==> config.mk <==
export PLATFORM = sky130hd
export DESIGN_NAME = mrv32_wb_ctrl
export DESIGN_NICKNAME = d
export VERILOG_FILES = /design/src/rtl/mrv32_pkg.sv /design/src/rtl/mrv32_wb_fifo.sv /design/src/rtl/mrv32_wb_ctrl.sv
export SDC_FILE = /design/constraint.sdc
export NUM_CORES = 1
export LEC_CHECK = 0
export CORE_ASPECT_RATIO = 1.75
export CORE_MARGIN = 5
export CORE_UTILIZATION = 52
export CTS_BUF_LIST = sky130_fd_sc_hd__clkbuf_8
export DETAILED_ROUTE_END_ITERATION = 12
export PLACE_DENSITY = 0.83
export SLEW_MARGIN = 25
export SYNTH_ARGS = -nofsm -noshare
export SYNTH_HDL_FRONTEND = slang
export SYNTH_SLANG_ARGS = --single-unit
==> constraint.sdc <==
create_clock -name clk -period 3.1 [get_ports clk]
set_input_delay 0.62 -clock clk [delete_from_list [all_inputs] [get_ports clk]]
set_output_delay 0.62 -clock clk [all_outputs]
set_load 0.03 [all_outputs]
==> src/rtl/mrv32_pkg.sv <==
// Shared widths and payload types for the mrv32 writeback path.
package mrv32_pkg;

    localparam int unsigned XLEN     = 32;
    localparam int unsigned REG_AW   = 5;
    localparam int unsigned NUM_REGS = 32;

    // One register-file write request: destination and data.
    typedef struct packed {
        logic [REG_AW-1:0] rd;
        logic [XLEN-1:0]   data;
    } wb_req_t;

endpackage : mrv32_pkg

==> src/rtl/mrv32_wb_fifo.sv <==
// Load-result queue: small FIFO of wb_req_t with wrap-around pointers and a count.
// Ports:
//   clk, rst_n   clock, synchronous active-low reset (empties the queue)
//   push_valid   offer push_data; taken only when the queue is not full
//   push_data    request to enqueue
//   pop_ready    consumer takes the head this cycle; ignored when empty
//   pop_data     current head entry (meaningful only when count != 0)
//   count        number of occupied entries
module mrv32_wb_fifo
    import mrv32_pkg::*;
#(
    parameter int unsigned DEPTH = 2
) (
    input  logic                       clk,
    input  logic                       rst_n,
    input  logic                       push_valid,
    input  wb_req_t                    push_data,
    input  logic                       pop_ready,
    output wb_req_t                    pop_data,
    output logic [$clog2(DEPTH+1)-1:0] count
);

    localparam int unsigned PW = (DEPTH > 1) ? $clog2(DEPTH) : 1;
    localparam int unsigned CW = $clog2(DEPTH + 1);

    wb_req_t         mem [DEPTH];
    logic [PW-1:0]   wr_ptr;
    logic [PW-1:0]   rd_ptr;
    logic            do_push;
    logic            do_pop;

    // Handshakes are qualified here so a careless caller cannot over/underflow.
    assign do_push  = push_valid && (count < CW'(DEPTH));
    assign do_pop   = pop_ready && (count != '0);
    assign pop_data = mem[rd_ptr];

    // Storage needs no reset; only pointers and count define occupancy.
    always_ff @(posedge clk) begin
        if (do_push) begin
            mem[wr_ptr] <= push_data;
        end
    end

    // DEPTH is a power of two, so pointers wrap naturally.
    always_ff @(posedge clk) begin
        if (!rst_n) begin
            wr_ptr <= '0;
            rd_ptr <= '0;
            count  <= '0;
        end else begin
            if (do_push) begin
                wr_ptr <= wr_ptr + PW'(1);
            end
            if (do_pop) begin
                rd_ptr <= rd_ptr + PW'(1);
            end
            case ({do_push, do_pop})
                2'b10:   count <= count + CW'(1);
                2'b01:   count <= count - CW'(1);
                default: count <= count;
            endcase
        end
    end

endmodule : mrv32_wb_fifo

==> src/rtl/mrv32_wb_ctrl.sv <==
// Writeback controller: owns the single RF write port, merges ALU results with
// queued load results, tracks pending loads for hazard stalls, and forwards
// the write in flight.
// Ports:
//   clk, rst_n                      clock, synchronous active-low reset
//   alu_valid/alu_rd/alu_data       single-cycle ALU result (never stalled)
//   lsu_valid/lsu_ready/lsu_rd/lsu_data  load result handshake into the queue
//   iss_load/iss_load_rd            load issued this cycle (marks rd pending)
//   q_rs1_addr/q_rs2_addr/q_rd_addr issue-stage hazard query
//   hz_stall                        any queried nonzero register has a pending load
//   reg_wen/rd_addr/rd_data         registered RF write port
//   fwd_rs1_hit/fwd_rs2_hit/fwd_data  bypass of the write currently in flight
module mrv32_wb_ctrl
    import mrv32_pkg::*;
#(
    parameter int unsigned LQ_DEPTH = 2
) (
    input  logic              clk,
    input  logic              rst_n,
    input  logic              alu_valid,
    input  logic [REG_AW-1:0] alu_rd,
    input  logic [XLEN-1:0]   alu_data,
    input  logic              lsu_valid,
    output logic              lsu_ready,
    input  logic [REG_AW-1:0] lsu_rd,
    input  logic [XLEN-1:0]   lsu_data,
    input  logic              iss_load,
    input  logic [REG_AW-1:0] iss_load_rd,
    input  logic [REG_AW-1:0] q_rs1_addr,
    input  logic [REG_AW-1:0] q_rs2_addr,
    input  logic [REG_AW-1:0] q_rd_addr,
    output logic              hz_stall,
    output logic              reg_wen,
    output logic [REG_AW-1:0] rd_addr,
    output logic [XLEN-1:0]   rd_data,
    output logic              fwd_rs1_hit,
    output logic              fwd_rs2_hit,
    output logic [XLEN-1:0]   fwd_data
);

    localparam int unsigned CW = $clog2(LQ_DEPTH + 1);

    wb_req_t             lq_push;
    wb_req_t             lq_head;
    logic [CW-1:0]       lq_count;
    logic                lq_push_valid;
    logic                head_valid;
    logic                alu_sel;
    logic                pop_en;
    logic [NUM_REGS-1:0] pending;
    logic [NUM_REGS-1:0] pending_nxt;

    // Load results to x0 are accepted but never enter the queue.
    assign lq_push_valid = lsu_valid && (lsu_rd != '0);
    assign lq_push       = '{rd: lsu_rd, data: lsu_data};
    assign lsu_ready     = (lq_count < CW'(LQ_DEPTH));
    assign head_valid    = (lq_count != '0);

    // ALU has fixed priority; the queue drains only in ALU bubbles.
    assign alu_sel = alu_valid && (alu_rd != '0);
    assign pop_en  = !alu_sel && head_valid;

    mrv32_wb_fifo #(
        .DEPTH (LQ_DEPTH)
    ) u_lq (
        .clk        (clk),
        .rst_n      (rst_n),
        .push_valid (lq_push_valid),
        .push_data  (lq_push),
        .pop_ready  (pop_en),
        .pop_data   (lq_head),
        .count      (lq_count)
    );

    // RF write port register.
    always_ff @(posedge clk) begin
        if (!rst_n) begin
            reg_wen <= 1'b0;
            rd_addr <= '0;
            rd_data <= '0;
        end else if (alu_sel) begin
            reg_wen <= 1'b1;
            rd_addr <= alu_rd;
            rd_data <= alu_data;
        end else if (head_valid) begin
            reg_wen <= 1'b1;
            rd_addr <= lq_head.rd;
            rd_data <= lq_head.data;
        end else begin
            reg_wen <= 1'b0;
        end
    end

    // Pending-load scoreboard: clear on pop, set on issue (set wins), x0 pinned low.
    always_comb begin
        pending_nxt = pending;
        if (pop_en) begin
            pending_nxt[lq_head.rd] = 1'b0;
        end
        if (iss_load && (iss_load_rd != '0)) begin
            pending_nxt[iss_load_rd] = 1'b1;
        end
        pending_nxt[0] = 1'b0;
    end

    always_ff @(posedge clk) begin
        if (!rst_n) begin
            pending <= '0;
        end else begin
            pending <= pending_nxt;
        end
    end

    assign hz_stall = pending[q_rs1_addr] | pending[q_rs2_addr] | pending[q_rd_addr];

    // Bypass of the in-flight write; RF read-during-write is not guaranteed.
    assign fwd_rs1_hit = reg_wen && (q_rs1_addr != '0) && (q_rs1_addr == rd_addr);
    assign fwd_rs2_hit = reg_wen && (q_rs2_addr != '0) && (q_rs2_addr == rd_addr);
    assign fwd_data    = rd_data;

endmodule : mrv32_wb_ctrl

After elaboration in Yosys (flattened, before gate mapping)
Memory sizes are Yosys's and may differ from the RTL's. A register that Yosys moved wholly into a read port is not among the register bits.
Cells that the tools add are included.
Word-level totals
  register bits after elaboration: 74
  bits in latches: 0
  bits in writable memories: 74
  bits in read-only memories: 0
  input bits: 99
  word-level logic and storage cells: 74
  memories kept: 1
Operators by class
  $add $sub $neg: 4
  multiply operators: 0
  div/mod/pow operators: 0
  order comparisons: 8
  equality and inequality tests: 4
  shift-type cells: 0
  muxes and demuxes: 23
  bitwise operators: 5
  reduce and logical (&&, ||, !) cells: 21
Memory list
  u_lq.mem: words 2, width 37, rd ports 1, clocked after Yosys merged registers in 1, wr ports 1, RTL line mrv32_wb_fifo.sv:26  | wb_req_t mem [DEPTH];
Operators by type and width (count)
  $mux W32: 4
  $and A32 B32 Y32: 1
  $not A32 Y32: 1
  $or A32 B32 Y32: 1
  $lt A5 B6 Y1 const B: 5
  $reduce_bool A5 Y1: 5
  $bmux W1 S5: 3
  $logic_and A1 B1 Y1: 12
  $mux W1: 11
  $demux W1 S5: 2
  $eq A5 B5 Y1: 2
  $ge A5 B1 Y1 const B: 2
  $mux W5: 2
  $reduce_bool A2 Y1: 3
  $pmux W2 S2: 1
  $add A1 B1 Y1 const B: 2
  $add A2 B1 Y2 const B: 1
  $eq A2 B1 Y1 const B: 1
  $eq A2 B2 Y1 const B: 1
  $lt A2 B2 Y1 const B: 1
  $or A1 B1 Y1: 2
  $sub A2 B1 Y2 const B: 1
  $logic_not A1 Y1: 1

Longest topological paths before layout
Gate-level depths: netlist of the first run.
  word-level depth: 9
  gate-level depth with buffers: 7
  gate-level depth less buffers: 7

Hierarchy
Synthesis of the first run repeated with hierarchy kept, for this count alone.
Unflattened totals
  cells, all modules: 651
  area, all modules: 7223.2 sq um
Modules (own cells, without submodules)
  mrv32_wb_ctrl: times used 1, cells an instance 514, area an instance 4341.7 sq um, sequential area each 1381.3 sq um
  mrv32_wb_fifo: times used 1, cells an instance 137, area an instance 2881.5 sq um, sequential area each 2322.2 sq um

Least setup slack after synthesis of the first run
No wires, ideal clock.
  path kind: input-to-reg
  start point: input lsu_rd[3]
  end point: memory u_lq.mem[0][0] in the netlist's numbering (enable)
  setup time: 0.433 ns
  arrival time: 2.458 ns
  data required time: 2.667 ns
  slack: 0.209 ns
  stages: 3
  path through: or4_1 > o211ai_1 > nor2_1
On the way
  word-level cells in the longest chain between the ends: 5
Ends and longest elaborated chain
  start, declared: RTL line mrv32_wb_ctrl.sv:25  | input logic [REG_AW-1:0] lsu_rd,
  $reduce_bool A5 Y1: RTL line mrv32_wb_ctrl.sv:54  | assign lq_push_valid = lsu_valid && (lsu_rd != '0);
  $logic_and A1 B1 Y1: RTL line mrv32_wb_ctrl.sv:54
  $logic_and A1 B1 Y1: RTL line mrv32_wb_fifo.sv:33  | assign do_push = push_valid && (count < CW'(DEPTH));
  $mux W1: RTL line mrv32_wb_fifo.sv:39  | if (do_push) begin
  $mux W1 (implied by the code): RTL line mrv32_wb_fifo.sv:40  | mem[wr_ptr] <= push_data;
  end, declared: RTL line mrv32_wb_fifo.sv:26
Every way passes these cells.

Worst setup path in the final report of the first run
  start point: input q_rd_addr[0]
  end point: output hz_stall
On the way
  word-level cells in the longest chain between the ends: 3
Ends and longest elaborated chain
  start, declared: RTL line mrv32_wb_ctrl.sv:31  | input logic [REG_AW-1:0] q_rd_addr,
  $bmux W1 S5: RTL line mrv32_wb_ctrl.sv:114  | assign hz_stall = pending[q_rs1_addr] | pending[q_rs2_addr] | pending[q_rd_addr];
  $mux W1 (implied by the code): RTL line mrv32_wb_ctrl.sv:114
  $or A1 B1 Y1: RTL line mrv32_wb_ctrl.sv:114
  end, declared: RTL line mrv32_wb_ctrl.sv:32  | output logic hz_stall,
Every way passes these cells. The select of a mux whose other input is x is not followed.

==> reports/summary.log, run 1 <==
[global_routing] grt met2 use 47.8%
[global_routing] number of antenna violations at the first check in global routing 0
[logic_synthesis] share of the yosys chip area belonging to registers 51.9%
[routing] routed vias/inst 5.81
[setup_path] Buf+Inv Stages, Crit Path 3
[layout] Design Area, Final 9330 µm²
[setup_path] crit path capture type output pin
[routing] average routed wire per standard cell 20.8 µm
[logic_synthesis] net count after synthesis 752
[layout] post-layout util 69.3%
[layout] sequential standard cell area 3700 µm²
[global_routing] met1 track utilization from global routing 23.6%
[routing] number of detailed-routing iterations run before antenna repair 5
[clock_network] clock tree buffer depth 2
[logic_synthesis] mean cell area of the mapped netlist 10.9 µm²
[clock_network] clk root buf clkbuf_8
[placed_design] setup slack after placement -594 ps
[layout] most used cells in the layout excluding fill and tap cells clkdlybuf4s50_1 (160), nand2_1 (111), edfxtp_1 (74)
[clock_network] clock network latency to the later pin of the worst-skew pair 430 ps
[global_routing] gr usage total 24.9%
[timing] setup repair after global routing missed its margin false
[setup_path] Reg2Reg Launch Point u_lq.count[0]
[global_routing] global route hottest layer met2
[min_path] Worst Hold Endpoint u_lq.count[1]
[setup_path] slowest cell delay on critical path 500 ps
[floorplan] Chip Height 165 µm
[setup_path] Critical Path, Cell by Cell dlygate4sd2_1, buf_6, mux4_2, mux2_2, o211ai_1, nand4_1, buf_6
[logic_synthesis] number of synthesized register bits 148
[floorplan] number of standard-cell rows in the floorplan 56
[floorplan] area of the die 16200 µm²
[setup_path] Setup Crit Path Kind primary input to output pin
[setup_path] Critical R2R Capture pending[13]
[layout] layout overhead on the synthesized area 30.9%
[logic_synthesis] Synth area leader edfxtp_1
[power] Static Leak 3.24 nW
[setup_path] most prevalent standard cell on the critical path buf_6
[logic_synthesis] summed instance area of the synthesized netlist 7130 µm²
[routing] final wirelength 20.6 mm
[setup_path] worst-path cell with the longest stage delay mux4_2
[routing] remaining antenna violation count 0
[logic_synthesis] biggest area contributors in the synthesized netlist edfxtp_1 (31%), dfxtp_1 (21%), mux2i_1 (6.3%), a21boi_0 (6.1%), nand2_1 (5.8%)
[clock_network] CTS tree built
[global_routing] largest net degree at the start of global routing 57
[routing] drc violations 0
[global_routing] final global-route overflow total 0
[placed_design] count of buffers inserted at the top-level ports 172
[timing] Layout Skew 15.4 ps
[setup_path] number of cell instances on the worst register-to-register path 4
[timing] setup slack after layout 82.0 ps
[layout] Fill cells 996
[floorplan] width of the chip 98.5 µm
[clock_network] Inserted Clock Buffers 17
[min_path] min-delay src u_lq.count[1]
[setup_path] startpoint types primary input
[floorplan] Starting Density 53.0%
[layout] antenna diode count 0
[timing] number of setup violations in the final report 0
[routing] Iter 0 DRT Violations 242
[logic_synthesis] post-synth cell types 47
[global_routing] number of global-route vias before repair 6123
[setup_path] data required time at the worst endpoint 2480 ps
[timing] final worst path period share 97.4%
[setup_path] setup slack on the worst flop-to-flop path 900 ps
[logic_synthesis] Synth Instances 652
[logic_synthesis] flip-flop cell with the highest count after synthesis edfxtp_1
[power] power density over cell area 667 nW/µm²
[placed_design] routability-driven placement congestion ratio 0.990
[timing] max-slew headroom at the worst pin 38.9%
[global_routing] met3 track utilization from global routing 5.33%
[clock_network] CTS Hold Buffers Added 0
[timing] fmax 331 MHz
[floorplan] Core ar. 13500 µm²
[setup_path] Max Fanout on Critical Path 7
[power] VDD IR-drop max 0.487 mV
[timing] Hold Fails Final Rpt 0
[timing] transition at the pin with the smallest max-transition slack 917 ps
[outcome] status finished, final reports clean
[layout] total area of multi-input combinational cells 2990 µm²
[flow_run] number of violations of the max-capacitance limit 0
[logic_synthesis] async set-reset flop share out of synthesis 0%
[setup_path] Critical Path AT 2400 ps
[min_path] worst hold path type flop to flop
[min_path] hold depth 2
[clock_network] register clock-pin slew on the reported worst setup and hold paths 80 ps
[placed_design] Area after DPL 8900 µm²
[clock_network] CTS sink cnt 148
[layout] # nets final 903
[clock_network] CTS H-tree lvls 4
[timing] final number of max-transition violations 0
[layout] fraction of layout cells with a size suffix above 1 12.7%
[logic_synthesis] Yosys top cell area share 31.2%
[timing] Final Critical Period 3020 ps
[setup_path] Top Family by Delay on Critical Path multiplexers
[floorplan] total I/O pin count 173
[global_routing] global-route wire length before repair 31.4 mm
[routing] via count of the routed design 5749
[placed_design] HPWL reported at the end of detailed placement 15.9 mm
[layout] most frequent standard cell in the layout excluding fill and tap cells clkdlybuf4s50_1
[logic_synthesis] number of flops mapped to enable cells by yosys 74
[logic_synthesis] warnings from Yosys 0
## through the flow
stage / power [W] / setup TNS (ps) / hold WS (ps) / std cells
4_1_cts: 0.00628 / 0 / 551 / 989
3_3_place_gp: 0.00471 / -559 / 499 / 956
5_1_grt: 0.00653 / 0 / 579 / 990
3_5_place_dp: 0.00477 / -594 / 537 / 956
6_report: 0.00623 / 0 / 549 / 990
2_1_floorplan: 0.00400 / 0 / 473 / 652
## synth_stat cells (all sizes together), types with 2 or more instances
master / instances
a21oi: 5
or4: 3
o21ai: 33
o21a: 2
buf: 49
nand3: 8
mux2i: 45
nand4: 10
mux4: 17
nand3b: 4
nor2: 15
dfxtp: 74
and2: 6
edfxtp: 74
a31oi: 2
nor4: 4
mux2: 8
a21boi: 70
nand2: 111
nor2b: 5
o22ai: 2
xnor2: 4
o211ai: 39
inv: 4
nand2b: 6
clkbuf: 27
xor2: 7
or2: 2
nor3: 6
## flip-flops by register name, summed over array words and instances, names as in the netlist, named ones only
signal	flops
rd_addr	5
u_lq.mem	74
fwd_data	32
u_lq.count	2
u_lq.wr_ptr	1
reg_wen	1
u_lq.rd_ptr	1
pending	31
## cells by family (layout without fill, tap and decap cells)
kind of cell               count (synthesis)  in the layout  synth area share, %
AOI/OAI and AO/OA                        158            158                 15.5
xor gates and xnor gates                  11             11                 1.35
adders and majority gates                  1              1                0.175
buffers and inverters                     80            244                 6.28
DFF                                      148            148                 51.9
muxes                                     70             70                 13.0
and+or+nand+nor                          184            184                 11.8
## worst max-delay path by stage
stage,cells past startpoint,start,endpoint,slack (ps)
floorplan,3,lsu_rd[3],u_lq.mem[0][0],210
global placement,7,q_rd_addr[2],hz_stall,-560
detailed placement,7,q_rd_addr[0],hz_stall,-590
CTS,7,q_rs2_addr[0],hz_stall,10
global route,8,q_rs1_addr[2],hz_stall,20
finish,7,q_rd_addr[0],hz_stall,80
## layout make-up
cell class / count / area share, %
Clock buffer: 17 / 2.51
Clock inverter: 15 / 1.84
Inverter: 4 / 0.161
Multi-Input combinational cell: 424 / 32.1
Sequential cell: 148 / 39.7
Tap cell: 174 / 2.33
Timing Repair Buffer: 208 / 21.4
## layer usage
metal,vias up,wire (µm)
met2,249,11500
met1,2760,6620
met4,0,1300
met5,-,0
met3,74,1200
li1,2666,-
## tightest hold or removal path: stages (launching register included)
cell and delay [ps]:
dfxtp_1 340, o21ai_0 70, a21boi_0 80
## power breakdown
part | switching, W | internal [W] | leakage (nW) | total [W]
registers | 0.000163 | 0.00235 | 1.30 | 0.00251
clock network | 0.000772 | 0.000741 | 0.209 | 0.00151
logic | 0.00131 | 0.000892 | 1.74 | 0.00220
## what timing repair did
action	4_1_cts	5_1_grt
buffers inserted	1	1
cloned	0	0
endpoints found under the setup margin	1	1
gates resized for setup	14	5
pin swaps	1	2
No activity file was read; power rests on OpenSTA's default activity.
==> run 2, diff against run 1 <==
==> constraint.sdc (replaced) <==
create_clock -name clk -period 3.1 [get_ports clk]
set_input_delay 0.775 -clock clk [delete_from_list [all_inputs] [get_ports clk]]
set_output_delay 0.775 -clock clk [all_outputs]
set_load 0.03 [all_outputs]
==> run 2 against run 1 <==
Fmax decreased by 2.3%. Flip-flop and latch count is the same. Clock skew about the same. Critical endpoint unchanged. Core utilization rose by 0.61 points.
==> reports/summary.log, run 2 (synthesis results as in run 1) <==
[outcome] status finished, final reports clean
[routing] wire length the detailed router placed on met1 6.70 mm
[layout] most flop-heavy register u_lq.mem
[setup_path] Critical Path, Cell by Cell dlygate4sd2_1, buf_6, mux4_2, nand3b_1, nand4_1, o22ai_2, nand4_1, buf_6
[layout] fraction of layout cells with a size suffix above 1 14.8%
[setup_path] worst-path cell with the longest stage delay mux4_2
[routing] via count of the routed design 5761
[timing] number of setup violations in the final report 0
[floorplan] Chip Height 165 µm
[routing] top layer in use met4
[timing] transition at the pin with the smallest max-transition slack 823 ps
[min_path] min-delay src pending[21]
[global_routing] gr usage total 24.8%
[floorplan] number of standard-cell rows in the floorplan 56
[routing] met2 routed WL 11.5 mm
[clock_network] CTS sink cnt 148
[power] Static Leak 3.24 nW
[placed_design] routability-driven placement congestion ratio 1.00
[setup_path] Setup Crit Path Kind primary input to output pin
[routing] length of routed met3 wiring 1.06 mm
[global_routing] number of global-route vias before repair 6024
[setup_path] Critical Path AT 2310 ps
[power] power density over cell area 662 nW/µm²
[timing] max-slew headroom at the worst pin 45.1%
[clock_network] register clock-pin slew on the reported worst setup and hold paths 80 ps
[power] internal power contribution 0.00398 W
[layout] layout overhead on the synthesized area 32.0%
[routing] number of detailed-routing iterations run before antenna repair 8
[layout] most frequent standard cell in the layout excluding fill and tap cells clkdlybuf4s50_1
[routing] routed vias/inst 5.81
[floorplan] total I/O pin count 173
[clock_network] Inserted Clock Buffers 17
[power] clock network power share 24.2%
[clock_network] clock network latency to the later pin of the worst-skew pair 440 ps
[power] sequential power share 40.4%
[clock_network] CTS Hold Buffers Added 0
[floorplan] width of the chip 98.5 µm
[routing] remaining antenna violation count 0
[min_path] worst hold path type flop to flop
[global_routing] largest net degree at the start of global routing 54
[routing] final wirelength 20.2 mm
[placed_design] setup slack after placement -913 ps
[timing] final worst path period share 99.6%
[timing] Hold Fails Final Rpt 0
[clock_network] clk root buf clkbuf_8
[layout] Fill cells 999
[timing] setup slack after layout 12.4 ps
[routing] average routed wire per standard cell 20.4 µm
[power] VDD IR-drop max 0.489 mV
[setup_path] Top Family by Delay on Critical Path multiplexers
[setup_path] Reg2Reg Launch Point u_lq.count[0]
[clock_network] clock tree buffer depth 2
[timing] final number of max-transition violations 0
[global_routing] final global-route overflow total 0
[timing] fmax 324 MHz
[power] NetSw 0.00225 W
[placed_design] HPWL reported at the end of detailed placement 15.3 mm
[timing] setup repair after global routing missed its margin true
[layout] most used cells in the layout excluding fill and tap cells clkdlybuf4s50_1 (158), nand2_1 (111), edfxtp_1 (74)
[setup_path] startpoint types primary input
[layout] # nets final 904
[routing] drc violations 0
[power] switching part of the total 36.1%
[setup_path] data required time at the worst endpoint 2320 ps
[timing] Layout Skew 15.1 ps
[timing] Worst Hold Margin 556 ps
[placed_design] count of buffers inserted at the top-level ports 172
[setup_path] Max Fanout on Critical Path 6
[global_routing] number of antenna violations at the first check in global routing 0
[layout] max reg flops 74
[floorplan] Core ar. 13500 µm²
[flow_run] number of violations of the max-capacitance limit 0
[setup_path] critical path startpoint q_rs2_addr[1]
[routing] Iter 0 DRT Violations 194
[setup_path] Buf+Inv Stages, Crit Path 3
[setup_path] slowest cell delay on critical path 520 ps
[layout] post-layout util 70.0%
[power] share of total power in combinational logic 35.4%
[global_routing] global-route wire length before repair 31.1 mm
[floorplan] area of the die 16200 µm²
[clock_network] CTS tree built
[setup_path] crit path capture type output pin
[clock_network] CTS H-tree lvls 4
[floorplan] Starting Density 53.0%
[timing] Final Critical Period 3090 ps
==> run 2: timing repair <==
action,4_1_cts,5_1_grt
buffers inserted,3,1
resized for setup,40,12
endpoints found under the setup margin,2,2
pin swaps,7,7
==> run 2: layer usage <==
metal | vias to the layer above | track usage, %
met4 | 0 | 13.7
li1 | 2662 | -
met5 | - | 0
met1 | 2786 | 24.3
met2 | 238 | 47.3
met3 | 75 | 5.28
==> run 2: power by group through the flow <==
stage	Combinational [W]	Sequential (W)	Clock, W
floorplan	0.00129	0.00271	0
global placement	0.00215	0.00254	0
detailed placement	0.00219	0.00256	0
CTS	0.00221	0.00252	0.00152
global route	0.00237	0.00255	0.00161
finish	0.00221	0.00252	0.00151
==> run 2: worst min-delay path: cells and delay by family, from the launching register on <==
kind           cells  cell delay [ps]
flip-flops         1              360
AO/OA/AOI/OAI      2              150
==> run 2: path summary, 6_finish.rpt <==
check	to	slack [ps]	depth (start not counted)
worst max register to register	fwd_data[14]	1070	5
worst max-delay path	hz_stall	10	8
worst min register to register	pending[21]	560	2
worst min-delay path	pending[21]	560	2
==> run 2: cell type report <==
type / instances / area (µm²) / share of cell area [%]
sequential: 148 / 3700 / 39.4
clock inverter: 15 / 168 / 1.78
antenna: 1 / 2.50 / 0.0266
tap: 174 / 218 / 2.31
timing repair buffer: 209 / 2030 / 21.6
clock buffer: 17 / 234 / 2.49
inverter: 4 / 15.0 / 0.160
multi-input combinational: 424 / 3040 / 32.3
==> run 2: through the flow <==
step | cell area [µm²] | TNS (ps) | cells | power [W]
finish | 9410 | 0 | 992 | 0.00623
CTS | 9370 | 0 | 990 | 0.00625
global route | 9410 | -30.3 | 991 | 0.00653
floorplan | 7130 | 0 | 652 | 0.00401
detailed placement | 8910 | -1180 | 955 | 0.00475
global placement | 8910 | -898 | 955 | 0.00470
